## src/rtl/pc_fetch_unit_pkg.sv

```systemverilog
// pc_fetch_unit_pkg: shared fetch-stage types, constants and jump-target helper
package pc_fetch_unit_pkg;
    typedef enum logic [1:0] {RST, FETCH, HOLD} fetch_state_t;
    localparam logic [31:0] NOP_INSTN = 32'h0000_0000;
    function automatic logic [31:0] jump_target(input logic [31:0] pc_plus4, input logic [25:0] field);
        return (pc_plus4 & 32'hF000_0000) | {4'b0, field, 2'b00};
    endfunction
endpackage

```

## src/rtl/pc_fetch_unit_next_mux.sv

```systemverilog
// pc_next_mux: selects the next pc from branch, jump, sequential or hold
module pc_next_mux
    import pc_fetch_unit_pkg::*;
(
    input  logic [31:0] pc,
    input  logic [31:0] currpc_plus4,
    input  logic        branch_taken,
    input  logic [31:0] branch_target,
    input  logic        jump_in,
    input  logic [25:0] jump_address,
    input  logic        advance,
    output logic [31:0] next_pc,
    output logic        redirect
);
    logic [31:0] target;
    assign redirect = branch_taken | jump_in;
    assign target = branch_taken ? (branch_target & ~32'h3) : jump_target(currpc_plus4, jump_address);
    assign next_pc = redirect ? target : advance ? pc + 32'd4 : pc;
endmodule

```

## src/rtl/pc_fetch_unit.sv

```systemverilog
// pc_fetch_unit: owns the pc, handshakes with imem and presents instructions to IF/ID
module pc_fetch_unit #(
    parameter logic [31:0] RESET_PC  = 32'h0000_0000,
    parameter logic [31:0] NOP_INSTN = pc_fetch_unit_pkg::NOP_INSTN
) (
    input  logic        clk,
    input  logic        reset,
    input  logic        stall,
    input  logic        jump_in,
    input  logic [25:0] jump_address,
    input  logic        branch_taken,
    input  logic [31:0] branch_target,
    output logic        imem_req,
    output logic [31:0] imem_addr,
    input  logic [31:0] imem_rdata,
    input  logic        imem_ready,
    output logic [31:0] currpc,
    output logic [31:0] nextpc,
    output logic [31:0] inp_instn,
    output logic        instn_valid
);
    import pc_fetch_unit_pkg::*;
    fetch_state_t state;
    logic [31:0] pc, next_pc;
    logic redirect, advance;
    assign imem_addr = pc;
    assign nextpc = currpc + 32'd4;
    assign advance = !stall && (state == HOLD || (state == FETCH && imem_ready));
    pc_next_mux u_mux (
        .pc(pc),
        .currpc_plus4(nextpc),
        .branch_taken(branch_taken),
        .branch_target(branch_target),
        .jump_in(jump_in),
        .jump_address(jump_address),
        .advance(advance),
        .next_pc(next_pc),
        .redirect(redirect)
    );
    // Leaving HOLD presents a bubble so the released word is not captured twice
    always_ff @(posedge clk or posedge reset) begin
        if (reset) begin
            state <= RST;
            pc <= RESET_PC;
            currpc <= RESET_PC;
            inp_instn <= NOP_INSTN;
            instn_valid <= 1'b0;
            imem_req <= 1'b0;
        end else if (state == RST) begin
            state <= FETCH;
            imem_req <= 1'b1;
        end else begin
            pc <= next_pc;
            if (redirect) begin
                state <= FETCH;
                imem_req <= 1'b1;
                inp_instn <= NOP_INSTN;
                instn_valid <= 1'b0;
            end else if (state == FETCH) begin
                if (imem_ready) begin
                    inp_instn <= imem_rdata;
                    currpc <= pc;
                    instn_valid <= 1'b1;
                    if (stall) begin
                        state <= HOLD;
                        imem_req <= 1'b0;
                    end
                end else begin
                    inp_instn <= NOP_INSTN;
                    instn_valid <= 1'b0;
                end
            end else if (!stall) begin
                state <= FETCH;
                imem_req <= 1'b1;
                inp_instn <= NOP_INSTN;
                instn_valid <= 1'b0;
            end
        end
    end
endmodule

```

## config.mk

```make
export PLATFORM = sky130hd
export DESIGN_NAME = pc_fetch_unit
export DESIGN_NICKNAME = d
export VERILOG_FILES = /design/src/rtl/pc_fetch_unit_pkg.sv /design/src/rtl/pc_fetch_unit_next_mux.sv /design/src/rtl/pc_fetch_unit.sv
export SDC_FILE = /design/constraint.sdc
export NUM_CORES = 1
export LEC_CHECK = 0
export ABC_AREA = 1
export CAP_MARGIN = 20
export CELL_PAD_IN_SITES_DETAIL_PLACEMENT = 1
export CELL_PAD_IN_SITES_GLOBAL_PLACEMENT = 1
export CORE_MARGIN = 8
export CORE_UTILIZATION = 48
export DETAILED_ROUTE_END_ITERATION = 16
export DONT_BUFFER_PORTS = 1
export MAX_ROUTING_LAYER = met4
export PLACE_DENSITY = 0.87
export SYNTH_ARGS = -nofsm -noshare
export SYNTH_HDL_FRONTEND = slang
export SYNTH_SLANG_ARGS = --single-unit
```

## constraint.sdc

```tcl
create_clock -name clk -period 10.56 [get_ports clk]
set_input_delay 3.168 -clock clk [delete_from_list [all_inputs] [get_ports clk]]
set_output_delay 3.168 -clock clk [all_outputs]
set_load 0.01 [all_outputs]
```

Word level (Yosys, flattened, before mapping)
Cells that the tools add are included.
{"block": "word_totals", "inputBits": 96, "word_cells": 51, "ff_bits": 100, "output_inout_bits": 130}
{"block": "op_classes", "n_addsub": 2, "n_reduce_logical": 10, "muxes": 23, "eq_ne": 6, "bitwise_logic": 4}
{"cell": "$mux 32", "count": 7}
{"cell": "$add 32x3->32 const B", "count": 2}
{"cell": "$or 32x28->32", "count": 1}
{"cell": "$mux 2", "count": 6}
{"cell": "$mux 1", "count": 10}
{"cell": "$ne 4x3->1 const B", "count": 2}
{"cell": "$ne 4x1->1 const B", "count": 1}
{"cell": "$reduce_and 2->1", "count": 2}
{"cell": "$reduce_and 4->1", "count": 1}
{"cell": "$ne 3x1->1 const B", "count": 1}
{"cell": "$reduce_and 3->1", "count": 1}
{"cell": "$eq 2x1->1 const B", "count": 1}
{"cell": "$eq 2x2->1 const B", "count": 1}
{"cell": "$logic_and 1x1->1", "count": 2}
{"cell": "$logic_not 2->1", "count": 1}
{"cell": "$not 1->1", "count": 2}
{"cell": "$reduce_bool 2->1", "count": 1}
{"cell": "$logic_not 1->1", "count": 1}
{"cell": "$logic_or 1x1->1", "count": 1}
{"cell": "$or 1x1->1", "count": 1}

Longest topological paths before layout
{"block": "logic_depth", "ltp_word": 6, "ltp_mapped": 12, "mapped_depth_nobuf": 12}

Hierarchy
Synthesis repeated with hierarchy kept, for this count alone.
{"block": "unflattened", "hier_cells": 888, "area_unflattened_um2": 6189.7}
{"module": "pc_fetch_unit", "seq_area_each_um2": 2502.4, "area_per_inst_um2": 4678.2, "cells_per_inst": 569, "n_inst": 1}
{"module": "pc_next_mux", "seq_area_each_um2": 0.0, "area_per_inst_um2": 1511.4, "cells_per_inst": 319, "n_inst": 1}

Worst setup path after synthesis
OpenSTA, ideal clock, no wires.
{"block": "synth_timing", "path_kind": "reg-to-output", "startpoint": "reg currpc[2]", "endpoint": "out nextpc[24]", "t_required_ns": 7.392, "setup_slack_ns": 5.820, "arrival_time_ns": 1.572, "path_buffers": 0, "stages_incl_launch_ff": 10, "path_cell_list": "dfrtp_1 > ha_1 > nand2_1 > nor2_2 > nand2_2 > nor2_4 > nand2_2 > nor2_4 > nand3_1 > xnor2_1"}
{"block": "synth_between", "elab_chain_len": 1}
{"item": "start, declared", "line_no": "pc_fetch_unit.sv:17", "text": "output logic [31:0] currpc,"}
{"item": "start signal, assigned", "line_no": "pc_fetch_unit.sv:62", "text": "currpc <= pc;"}
{"item": "$add 32x3->32", "line_no": "pc_fetch_unit.sv:27", "text": "assign nextpc = currpc + 32'd4;"}
{"item": "end, declared", "line_no": "pc_fetch_unit.sv:18", "text": "output logic [31:0] nextpc,"}
Every way passes these cells.

Final worst setup path
{"block": "layout_timing", "startpoint": "reg currpc[3]", "endpoint": "out nextpc[24]"}
Same word-level chain as after synthesis.

==> summary.txt <==
Status
  • Status: finished clean

Worst setup path
  • Crit Path Max Fanout: 4
  • Worst Reg-to-Reg Cells: 5
  • CP arrival: 2.25 ns
  • Setup CP Type: register to output pin
  • Startpoint Class: register
  • Crit end category: output pin
  • Number of cells on the critical path: 9
  • CP required: 7.39 ns
  • Critical-path cell list: ha_1 -> nand2_1 -> nor2_2 -> nand2_2 -> nor2_4 -> nand2_2 -> nor2_4 -> nand3_1 -> xnor2_1
  • CP peak stage delay: 0.46 ns
  • Delay-heaviest family, CP: simple AND/OR/NAND/NOR gates
  • Slowest-stage cell, CP: dfrtp_1
  • CP Buf/Inv Count: 0

Layout
  • Diode count: 0
  • Fraction of layout cells with a size suffix above 1: 6.888%
  • Core Util, Final: 51.22%
  • Syn-to-layout area delta: 5.519%
  • Final nets: 877
  • FILL cells: 1,539
  • Design area: 6076 µm²

Floorplanning
  • Die X: 125.5 µm
  • I/O pin cnt: 226
  • Core Box Area: 11,860 µm²
  • Initial Utilization: 48.54%
  • # rows: 40
  • Die Ht: 125.5 µm
  • Die area: 15,760 µm²

Power and ir drop
  • Power Internal: 686.7 µW
  • Switch share: 42.18%
  • Switch Pwr: 500.8 µW
  • Power share of the clock group: 26.4%
  • Peak VDD IR: 0.0001014 V
  • Comb power frac: 23.8%
  • Leak: 2.683 nW
  • Seq pwr share: 49.9%
  • P per Cell Area: 195.4 nW/µm²
  • Power, Total: 1.188 mW

CTS
  • Worst-path clk slew: 0.07 ns
  • Clock root buffer: clkbuf_16
  • Post-CTS Resized: 0
  • Max H-tree Level: 3
  • Clk buf depth: 2
  • Hold Buf Count CTS: 0
  • CTS sink count: 96
  • Postcts setup bufs: 0
  • Total CTS buffers: 9
  • TritonCTS clock tree: built
  • Worst skew pair latency: 0.35 ns

Yosys
  • FFs w/ async S/R, synth: 100.0%
  • Mean post-synth cell area: 7.234 µm²
  • Synth Cell Area: 5758 µm²
  • Syn. warnings: 0
  • Synth area leaders: dfrtp_1, nand2_1, o21ai_0, nor2_1, inv_1
  • Commonest cells in the netlist: nand2_1, nor2_1, dfrtp_1, inv_1, o21ai_0
  • Synth top area share: 41.72%
  • Synth area leader: dfrtp_1
  • Seq cells post-synth: 96
  • Most used DFF post-synth: dfrtp_1
  • Seq/Total Area, Yosys: 41.72%
  • Yosys cell types: 38
  • Mapped Cells: 796
  • Most common cell in the netlist: nand2_1
  • Number of synthesized flops with an enable pin: 0

STA
  • Period minus WS final: 5.416 ns
  • Pins over their slew limit: 0
  • RSZ-0062 raised after global routing: no
  • Slew @ Worst Pin: 1.003 ns
  • Worst hold margin: 0.5684 ns
  • Final Skew: 0.008995 ns
  • Fin crit share: 51.29%
  • Setup TNS: 0 ns
  • Hold Vio Cnt, Final: 0
  • Fmax: 184.6 MHz
  • Max-slew headroom: 33.06%
  • Final Setup Violations: 0

Detailed routing
  • Via count: 5,334
  • Vias per Instance: 5.729
  • DRT Wirelength: 19,600 µm
  • Initial drt markers: 267
  • DRT Pass-1 Iters: 6
  • Antenna-violating nets left: 0
  • Post-route DRC: 0
  • Routed len/inst: 21.06 µm

Global route
  • Grt total ovfl: 0
  • Number of global-route vias before repair: 5,842
  • Antenna violations before repair: 0
  • GRT Overall Usage: 25.45%
  • Largest net degree at the start of global routing: 56
  • First-pass GRT wire length: 31,380 µm

Min path
  • HP Class: register to register
  • Worst Hold Depth: 2

Placed design
  • Dpl hpwl: 15,120 µm
  • I/O Buffers: 0
  • Final weighted congestion in routability-driven placement: 0.9465
  • Placed Instance Area: 5778 µm²

Job
  • MaxCap Viol Count: 0
## placed cells by master, fill, tap and decap left out, drive strengths merged
master	count
o22ai	7
and2	1
nor3	9
clkbuf	9
a22oi	8
mux2	5
clkinvlp	2
ha	2
a31oi	3
clkinv	6
conb	6
nand2	205
xnor2	8
nand3	58
dfrtp	96
nand4	3
o211ai	3
nor2	112
xor2	23
o221ai	2
inv	94
o21a	2
o31ai	1
a21oi	25
or2	1
a22o	8
buf	3
o21ai	82
## metal layers
layer,wire length (µm),share of wire [%],track usage (%)
met2,9308,47,40.85
met3,1980,10,8.245
met5,0,0,-
met4,412,2.1,8.166
met1,7902,40,29.68
## worst paths after layout
kind,endpoint,slack [ns],from
setup / recovery,nextpc[24],5.14,currpc[3]
hold / removal,state[0],0.57,state[0]
setup reg to reg,currpc[3],8.16,state[1]
hold reg to reg,state[0],0.57,state[0]
max in group asynchronous,inp_instn[28],6.73,reset
min in group asynchronous,imem_addr[4],2.77,reset
## area by class of cell
cell class | instances | area (µm²) | area share, %
multi-input combinational | 574 | 2818 | 46.38
timing repair buffer | 3 | 30.03 | 0.4942
clock inverter | 7 | 57.56 | 0.9473
inverter | 95 | 359.1 | 5.910
tap | 147 | 183.9 | 3.027
clock buffer | 9 | 225.2 | 3.707
sequential | 96 | 2402 | 39.54
## state kept, by name, indices dropped and copies added (netlist names)
name	count
inp_instn	32
state	2
imem_req	1
instn_valid	1
imem_addr	30
currpc	30
## power by group through the flow
stage	clock (mW)	combinational, mW	sequential [mW]
after floorplan	0	0.231	0.550
after global placement	0	0.269	0.596
after detailed placement	0	0.282	0.600
after CTS	0.319	0.284	0.594
after global routing	0.330	0.323	0.608
final	0.313	0.282	0.592
## stage by stage
| step | worst slack (ns) | std cells |
|---|---|---|
| after detailed placement | 5.192 | 914 |
| after global placement | 5.247 | 914 |
| after floorplan | 4.887 | 801 |
| final | 5.144 | 931 |
| after CTS | 5.134 | 930 |
| after global routing | 5.010 | 931 |
## cells by family (layout without fill, tap and decap cells)
family                     count (synthesis)  count (layout)  share of synthesized area (%)
muxes                                      5               5                         0.9778
DFF                                       96              96                          41.72
and+or+nand+nor                          389             389                          28.42
adders and majority gates                  2               2                         0.4345
AOI/OAI and AO/OA                        141             141                          13.95
xor gates and xnor gates                  31              31                          4.715
other                                      1               6                        0.06513
buffers and inverters                    131             114                          9.713
## tightest hold or removal path, delay by kind of cell, from the launching register on
| family | cells | cell delay, ns |
|---|---|---|
| AND/OR/NAND/NOR | 2 | 0.13 |
| flip-flops | 1 | 0.40 |
Power figures use the tool's default switching activity.
